<file path="config.mk">
export PLATFORM = sky130hd
export DESIGN_NAME = cordic_cos_sin_sched_flat
export DESIGN_NICKNAME = d
export VERILOG_FILES = /design/src/rtl/cordic_cos_sin_sched_if.sv /design/src/rtl/cordic_cos_sin_sched.sv /design/src/flat_wrapper.sv
export SDC_FILE = /design/constraint.sdc
export NUM_CORES = 1
export LEC_CHECK = 0
export BUFFER_PORTS_ARGS = -buffer_cell sky130_fd_sc_hd__buf_2
export CORE_UTILIZATION = 48
export DETAILED_ROUTE_END_ITERATION = 8
export PLACE_DENSITY = 0.87
export SKIP_CTS_REPAIR_TIMING = 1
export SYNTH_ARGS = -nofsm -noshare
export SYNTH_HDL_FRONTEND = slang
export SYNTH_SLANG_ARGS = --single-unit
</file>
<file path="constraint.sdc">
create_clock -name clk -period 2.65 [get_ports clk]
set_input_delay 0.265 -clock clk [delete_from_list [all_inputs] [get_ports clk]]
set_output_delay 0.265 -clock clk [all_outputs]
set_load 0.1 [all_outputs]
</file>
<file path="src/rtl/cordic_cos_sin_sched_if.sv">
// cordic_cos_sin_sched_if
// Bundles the requester-side bus and the engine start/ready interface of the
// cos/sin scheduler. The scheduler uses the slave modport; whatever sits
// around it (clients plus engine, or a bench) uses the master modport.
interface cordic_cos_sin_sched_if #(
    parameter int NREQ      = 4,
    parameter int PHI_WIDTH = 16
);
    localparam int ID_WIDTH = $clog2(NREQ);

    logic [NREQ-1:0]             req;
    logic [NREQ*PHI_WIDTH-1:0]   phi;
    logic [NREQ-1:0]             ack;
    logic                        res_vld;
    logic [ID_WIDTH-1:0]         res_id;
    logic signed [PHI_WIDTH-1:0] cos;
    logic signed [PHI_WIDTH-1:0] sin;
    logic                        busy;

    logic                        eng_st;
    logic [PHI_WIDTH-1:0]        eng_phi;
    logic                        eng_rdy;
    logic signed [PHI_WIDTH-1:0] eng_cos;
    logic signed [PHI_WIDTH-1:0] eng_sin;

    modport slave (
        input  req, phi, eng_rdy, eng_cos, eng_sin,
        output ack, res_vld, res_id, cos, sin, busy, eng_st, eng_phi
    );

    modport master (
        output req, phi, eng_rdy, eng_cos, eng_sin,
        input  ack, res_vld, res_id, cos, sin, busy, eng_st, eng_phi
    );
endinterface

</file>
<file path="src/rtl/cordic_cos_sin_sched.sv">
// cordic_cos_sin_sched
// Shares one serial CORDIC cos/sin engine between NREQ requesters. A request
// is granted only in IDLE while the engine reports ready, the angle is handed
// to the engine with a one-cycle start pulse, and the result is registered and
// tagged with the requester index when the engine becomes ready again.
//
// Build option: define CORDIC_SCHED_RR_EN for round-robin arbitration;
// without it the lowest requester index always wins and no pointer exists.
//
// state | meaning
// IDLE  | waiting for engine ready and a pending request
// START | eng_st and ack high for this cycle only
// BUSY  | engine computing, waiting for eng_rdy
module cordic_cos_sin_sched #(
    parameter int NREQ      = 4,
    parameter int PHI_WIDTH = 16
) (
    input  logic                   clk,
    input  logic                   reset,
    cordic_cos_sin_sched_if.slave  bus
);
    localparam int ID_WIDTH = $clog2(NREQ);

    typedef enum logic [1:0] {
        IDLE  = 2'd0,
        START = 2'd1,
        BUSY  = 2'd2
    } state_t;

    state_t                 state_q;
    logic [ID_WIDTH-1:0]    gid_q;
    logic [ID_WIDTH-1:0]    res_id_q;
    logic [NREQ-1:0]        ack_q;
    logic                   eng_st_q;
    logic                   busy_q;
    logic                   res_vld_q;
    logic [PHI_WIDTH-1:0]   eng_phi_q;
    logic [PHI_WIDTH-1:0]   cos_q;
    logic [PHI_WIDTH-1:0]   sin_q;

    logic                   grant_vld_d;
    logic [ID_WIDTH-1:0]    grant_id_d;
    logic [PHI_WIDTH-1:0]   grant_phi_d;

`ifdef CORDIC_SCHED_RR_EN
    logic [ID_WIDTH-1:0]    ptr_q;
    logic [ID_WIDTH-1:0]    ptr_d;

    // Round-robin search starting at the pointer, wrapping modulo NREQ.
    always_comb begin
        int idx;
        grant_vld_d = 1'b0;
        grant_id_d  = '0;
        idx         = 0;
        for (int k = 0; k < NREQ; k++) begin
            idx = int'(ptr_q) + k;
            if (idx >= NREQ) begin
                idx = idx - NREQ;
            end
            if (!grant_vld_d && bus.req[idx]) begin
                grant_vld_d = 1'b1;
                grant_id_d  = ID_WIDTH'(idx);
            end
        end
    end

    // Pointer moves just past the winner; explicit wrap covers non-power-of-2 NREQ.
    assign ptr_d = (grant_id_d == ID_WIDTH'(NREQ - 1)) ? '0
                                                       : grant_id_d + ID_WIDTH'(1);
`else
    // Fixed priority: lowest requester index wins.
    always_comb begin
        grant_vld_d = 1'b0;
        grant_id_d  = '0;
        for (int k = NREQ - 1; k >= 0; k--) begin
            if (bus.req[k]) begin
                grant_vld_d = 1'b1;
                grant_id_d  = ID_WIDTH'(k);
            end
        end
    end
`endif

    assign grant_phi_d = bus.phi[int'(grant_id_d) * PHI_WIDTH +: PHI_WIDTH];

    // Scheduler FSM; every output is a register updated here.
    always_ff @(posedge clk or posedge reset) begin
        if (reset) begin
            state_q   <= IDLE;
            gid_q     <= '0;
            res_id_q  <= '0;
            ack_q     <= '0;
            eng_st_q  <= 1'b0;
            busy_q    <= 1'b0;
            res_vld_q <= 1'b0;
            eng_phi_q <= '0;
            cos_q     <= '0;
            sin_q     <= '0;
`ifdef CORDIC_SCHED_RR_EN
            ptr_q     <= '0;
`endif
        end else begin
            res_vld_q <= 1'b0;
            case (state_q)
                IDLE: begin
                    // Engine ready is required so a start never lands mid-computation.
                    if (bus.eng_rdy && grant_vld_d) begin
                        gid_q     <= grant_id_d;
                        eng_phi_q <= grant_phi_d;
                        eng_st_q  <= 1'b1;
                        ack_q     <= NREQ'(1) << grant_id_d;
                        busy_q    <= 1'b1;
                        state_q   <= START;
`ifdef CORDIC_SCHED_RR_EN
                        ptr_q     <= ptr_d;
`endif
                    end
                end
                START: begin
                    // eng_rdy is still high from before the start; do not look at it here.
                    eng_st_q <= 1'b0;
                    ack_q    <= '0;
                    state_q  <= BUSY;
                end
                BUSY: begin
                    if (bus.eng_rdy) begin
                        cos_q     <= bus.eng_cos;
                        sin_q     <= bus.eng_sin;
                        res_id_q  <= gid_q;
                        res_vld_q <= 1'b1;
                        busy_q    <= 1'b0;
                        state_q   <= IDLE;
                    end
                end
                default: begin
                    state_q <= IDLE;
                end
            endcase
        end
    end

    assign bus.ack     = ack_q;
    assign bus.res_vld = res_vld_q;
    assign bus.res_id  = res_id_q;
    assign bus.cos     = cos_q;
    assign bus.sin     = sin_q;
    assign bus.busy    = busy_q;
    assign bus.eng_st  = eng_st_q;
    assign bus.eng_phi = eng_phi_q;
endmodule

</file>
<file path="src/flat_wrapper.sv">
// flat-port wrapper written by rule: the top's interface ports become plain ports
module cordic_cos_sin_sched_flat 
#(
    parameter int NREQ      = 4,
    parameter int PHI_WIDTH = 16
)
  (clk, reset, bus_req, bus_phi, bus_eng_rdy, bus_eng_cos, bus_eng_sin, bus_ack, bus_res_vld, bus_res_id, bus_cos, bus_sin, bus_busy, bus_eng_st, bus_eng_phi);
  cordic_cos_sin_sched_if #(.NREQ(NREQ), .PHI_WIDTH(PHI_WIDTH)) bus_i ();
  input  logic clk;
  input  logic reset;
  input wire logic [$bits(bus_i.req)-1:0] bus_req;
  input wire logic [$bits(bus_i.phi)-1:0] bus_phi;
  input wire logic [$bits(bus_i.eng_rdy)-1:0] bus_eng_rdy;
  input wire logic [$bits(bus_i.eng_cos)-1:0] bus_eng_cos;
  input wire logic [$bits(bus_i.eng_sin)-1:0] bus_eng_sin;
  output wire logic [$bits(bus_i.ack)-1:0] bus_ack;
  output wire logic [$bits(bus_i.res_vld)-1:0] bus_res_vld;
  output wire logic [$bits(bus_i.res_id)-1:0] bus_res_id;
  output wire logic [$bits(bus_i.cos)-1:0] bus_cos;
  output wire logic [$bits(bus_i.sin)-1:0] bus_sin;
  output wire logic [$bits(bus_i.busy)-1:0] bus_busy;
  output wire logic [$bits(bus_i.eng_st)-1:0] bus_eng_st;
  output wire logic [$bits(bus_i.eng_phi)-1:0] bus_eng_phi;
  assign bus_i.req = bus_req;
  assign bus_i.phi = bus_phi;
  assign bus_i.eng_rdy = bus_eng_rdy;
  assign bus_i.eng_cos = bus_eng_cos;
  assign bus_i.eng_sin = bus_eng_sin;
  assign bus_ack = bus_i.ack;
  assign bus_res_vld = bus_i.res_vld;
  assign bus_res_id = bus_i.res_id;
  assign bus_cos = bus_i.cos;
  assign bus_sin = bus_i.sin;
  assign bus_busy = bus_i.busy;
  assign bus_eng_st = bus_i.eng_st;
  assign bus_eng_phi = bus_i.eng_phi;
  cordic_cos_sin_sched #(.NREQ(NREQ), .PHI_WIDTH(PHI_WIDTH)) u_core (.clk(clk), .reset(reset), .bus(bus_i));
endmodule
</file>
-- Word-level counts from Yosys, hierarchy flattened
Index checks and enable logic that the tools add are counted.
- output and inout bits: 57
- input port bits: 103
- word-level logic and storage cells: 44
- bits in registers: 61
- multiplexer cells: 19
- eq/ne operators: 4
- reductions and logical operators: 9
- shift operators: 2
- operators by type and width (kind ; count):
    64-bit by 7-bit variable part select with 16-bit output ; 1
    2-bit two-way mux ; 6
    1-bit two-way mux ; 8
    4-bit one-hot mux with 2 select lines ; 1
    2-bit AND reduction ; 4
    2-bit one-hot mux with 3 select lines ; 1
    4-bit two-way mux ; 1
    1-bit one-hot mux with 2 select lines ; 2
    2-bit nonzero test ; 2
    1-bit by 2-bit << shifter with 4-bit output, first input constant ; 1
    3-bit AND reduction ; 1
    2-bit by 1-bit == test with 1-bit output, second input constant ; 1
    2-bit == test, second input constant ; 1
    2-bit zero test ; 1
    2-bit by 1-bit inequality test with 1-bit output, second input constant ; 1
    2-bit inequality test, second input constant ; 1
    1-bit logical AND ; 1

-- Longest topological paths before layout
- depth in word-level cells: 7
- depth in mapped cells: 6
- mapped depth without buffers: 5

-- Worst setup path before layout
OpenSTA, ideal clock, no wires.
- path type: reg-to-reg
- start point: reg u_core.state_q[0]
- end point: reg u_core.eng_phi_q[0], in the netlist u_core.bus.eng_phi[0]
- clock period less this slack: 1419 ps
- library setup time: 70 ps
- buffers on the path: 1
- setup slack: 1231 ps
- cell stages (with the launch flop): 6
- required time: 2580 ps
- data arrival time: 1349 ps
- path through: dfrtp_1 -> nor3b_4 -> nor3b_4 -> buf_4 -> o21ai_1 -> nand3_2
- word-level cells in the longest chain between the ends: 2
- RTL lines (element ; line ; source):
    start: declaration ; cordic_cos_sin_sched.sv:30 ; state_t state_q;
    start signal: assignment ; cordic_cos_sin_sched.sv:89 ; state_q <= IDLE;
    start signal: assignment ; cordic_cos_sin_sched.sv:113 ; state_q <= START;
    start signal: assignment ; cordic_cos_sin_sched.sv:123 ; state_q <= BUSY;
    2-bit zero test ; cordic_cos_sin_sched.sv:104 ; case (state_q)
    2-bit AND reduction (no source line) ; -- ;
    end signal: assignment ; cordic_cos_sin_sched.sv:109 ; eng_phi_q <= grant_phi_d;
    end: declaration ; cordic_cos_sin_sched.sv:37 ; logic [PHI_WIDTH-1:0] eng_phi_q;
No other way between the ends.
A chain may end at the register's enable or synchronous reset.

-- Worst setup path after layout
- start point: reg u_core.state_q[0]
- end point: reg u_core.cos_q[2], in the netlist u_core.bus.cos[2]
- word-level cells in the longest chain between the ends: 2
- RTL lines (element ; line ; source):
    2-bit == test ; cordic_cos_sin_sched.sv:104 ;
    2-bit AND reduction (no source line) ; -- ;
    end signal: assignment ; cordic_cos_sin_sched.sv:127 ; cos_q <= bus.eng_cos;
    end: declaration ; cordic_cos_sin_sched.sv:38 ; logic [PHI_WIDTH-1:0] cos_q;
No other way between the ends.

==> metrics.yaml <==
status:
  status: "finished, violations left"
  violations: "hold timing"
detailed_routing:
  wl_per_cell_um: 13.9
  num_vias: 2824
  dr.pass1.iters: 4
  vias_per_cell: 5.19
  postRouteAntennaNets: 0
  wl_um: 7590
  drcViolationCount: 0
  drtIter0Drc: 126
logic_synthesis:
  ys_ff_latch: 61
  ys_types: 32
  yosys-top-cells-area: "dfrtp_1 (52%), nand2_1 (16%), a221o_1 (5.5%)"
  synth_xor_area_frac: 0
  muxShareOfSynthArea: 0
  synth_top_family_by_area: "simple AND/OR/NAND/NOR gates"
  yosys.cell_count.top_type: "nand2_1"
  synth.avg_cell_area_sq_um: 9.55
  synth-edff-count: 0
  ys_seq_area_frac: 0.520
  netlist_instances: 307
  synthArstFlopShare: 1.00
  synth_area_leader_cell: "dfrtp_1"
  synth_common_cells: "nand2_1 (122), dfrtp_1 (61), a221o_1 (16), and2_1 (16), o21ai_1 (10)"
  ys.flop_type: "dfrtp_1"
  yosys.area_share.adder: 0
  synth_nets: 410
  yosysWarningCount: 0
  synth_compound_area_frac: 0.168
  synth.top_cell.area_share: 0.520
  yosys.area_share.simple: 0.271
  synthesis.area_sq_um: 2930
critical_path:
  critPathKind: "reg2reg"
  cp-endpoint: "u_core.bus.cos[2]$_DFFE_PP0P_"
  cp.arrival_ns: 2.08
  cp-end-kind: "flop"
  critical_path_required_ns: 2.86
  timing.rr.start: "u_core.state_q[0]$_DFFE_PP0P_"
  reg2reg_to: "u_core.bus.cos[2]$_DFFE_PP0P_"
  ff2ff_path_depth: 4
  critPathLaunchType: "flop"
  crit_fanout: 35
  r2r_slack_ns: 0.77
  cp-startpoint: "u_core.state_q[0]$_DFFE_PP0P_"
sta:
  min_period_ns: 1.88
  fmax_mhz: 533
  setup_viol: 0
  hold_viol: 11
  slew_headroom: 0.370
  final_max_slew_viol_count: 0
  skew_ns: 0.0107
  worst_pin_slew_ns: 0.939
  rsz0062_at_grt: "no"
  post-route-period-util: 0.708
  whs_ns: -0.00648
  setup_tns_ns: 0
grt:
  grt_usage: 0.243
  grt_pass1_wl_um: 11800
  overflow: 0
  grt_max_degree: 62
  grt_pass1_vias: 2696
  antenna_found_initial: 0
die:
  fp-row-count: 28
  fp.dieH_um: 80.2
  initial_core_util: 0.495
  die_area_sq_um: 6430
  core_area_sq_um: 5920
  ioPinCount: 160
  die_x_um: 80.2
placement:
  io_buffers: 159
  gp_congestion: 0.841
  dp_hpwl_um: 5530
cts:
  clock_latency_ns: 0.33
  clk_pin_slew_worst_paths_ns: 0.07
  cts.path.max_buffers: 2
  cts_tree: "done"
  cts_num_sinks: 61
  h-tree-depth: 3
  cts-root-buf: "clkbuf_8"
  cts_buffers: 9
layout:
  fin_nets: 567
  drive_gt1_frac: 0.435
  area_growth_pct: 36.0
  num_antenna_cells: 0
worst_hold_path:
  hold_class: "in2async"
run:
  drv_cap: 0
[cells by family (layout without fill, tap and decap cells)]
| kind of cell | Yosys count | in the layout |
|---|---|---|
| AOI/OAI and AO/OA | 60 | 60 |
| buffers and inverters | 20 | 182 |
| DFF | 61 | 61 |
| and+or+nand+nor | 166 | 166 |
[metal layers]
metal,GRT usage,part of all wire,up-vias
met5,0,0,-
met4,0.109,0.016,0
met3,0.0523,0.079,13
met2,0.434,0.50,142
met1,0.276,0.41,1303
li1,-,-,1366
[metrics by stage]
| step | setup WS (ns) | util | instance area [sq um] | cells | hold WS (ns) |
|---|---|---|---|---|---|
| 6_report | 0.773 | 0.674 | 3990 | 544 | -0.00648 |
| 5_1_grt | 0.628 | 0.674 | 3990 | 544 | 0.0139 |
| 4_1_cts | 0.777 | 0.674 | 3990 | 544 | -0.00258 |
| 3_5_place_dp | 0.778 | 0.635 | 3760 | 528 | 0.357 |
| 3_3_place_gp | 0.885 | 0.635 | 3760 | 528 | 0.349 |
| 2_1_floorplan | 0.872 | - | 2930 | 307 | 0.370 |
[worst min-delay path by stage]
stage                    from                        endpoint
2_1_floorplan  bus_eng_cos[0]   u_core.bus.cos[0]$_DFFE_PP0P_
6_report                reset   u_core.bus.sin[6]$_DFFE_PP0P_
3_3_place_gp            reset   u_core.bus.sin[6]$_DFFE_PP0P_
3_5_place_dp            reset   u_core.bus.sin[6]$_DFFE_PP0P_
5_1_grt                 reset  u_core.bus.sin[15]$_DFFE_PP0P_
4_1_cts                 reset   u_core.bus.sin[6]$_DFFE_PP0P_
[final cells by class]
| class | instances | area, sq um |
|---|---|---|
| timing repair buffer | 163 | 838 |
| tap | 75 | 93.8 |
| multi-input combinational | 226 | 1290 |
| fill | 480 | 1930 |
| clock buffer | 12 | 155 |
| sequential | 61 | 1530 |
| inverter | 3 | 16.3 |
| clock inverter | 4 | 70.1 |
[critical path, stage by stage, from the launching register on]
cell and delay, ns:
dfrtp_1 0.44, nand3b_1 0.17, clkinv_1 0.74, nand2_1 0.32, nand2_1 0.08
[state kept, by name, indices dropped and copies added (netlist names)]
signal and count:
u_core.bus.res_vld 1, u_core.bus.eng_phi 16, u_core.bus.res_id 2, u_core.bus.sin 16, u_core.gid_q 2, u_core.state_q 2, u_core.bus.busy 1, u_core.bus.eng_st 1
u_core.bus.ack 4, u_core.bus.cos 16
[layout by cell type, fill, tap and decap left out]
cell,n
buf_2,159
nand2_1,122
dfrtp_1,61
a221o_1,16
and2_1,16
clkbuf_8,11
o21ai_1,10
o211ai_2,9
nand3_2,9
o21ai_0,9
o211ai_1,7
nand3_1,7
o21a_1,4
a22o_1,3
buf_4,3
nor3b_4,2
nor2b_1,2
nand2b_1,2
bufinv_16,2
clkinv_2,2
nand3b_1,1
clkinv_1,1
or4_4,1
a21oi_1,1
or2_2,1
nand2_4,1
inv_6,1
nor3_2,1
nor2_1,1
inv_2,1
a32o_1,1
clkbuf_1,1
buf_12,1
Power is left out: the tool's default activity adds up to more than one toggle a clock period on the data nets, which glitch-free logic cannot reach.
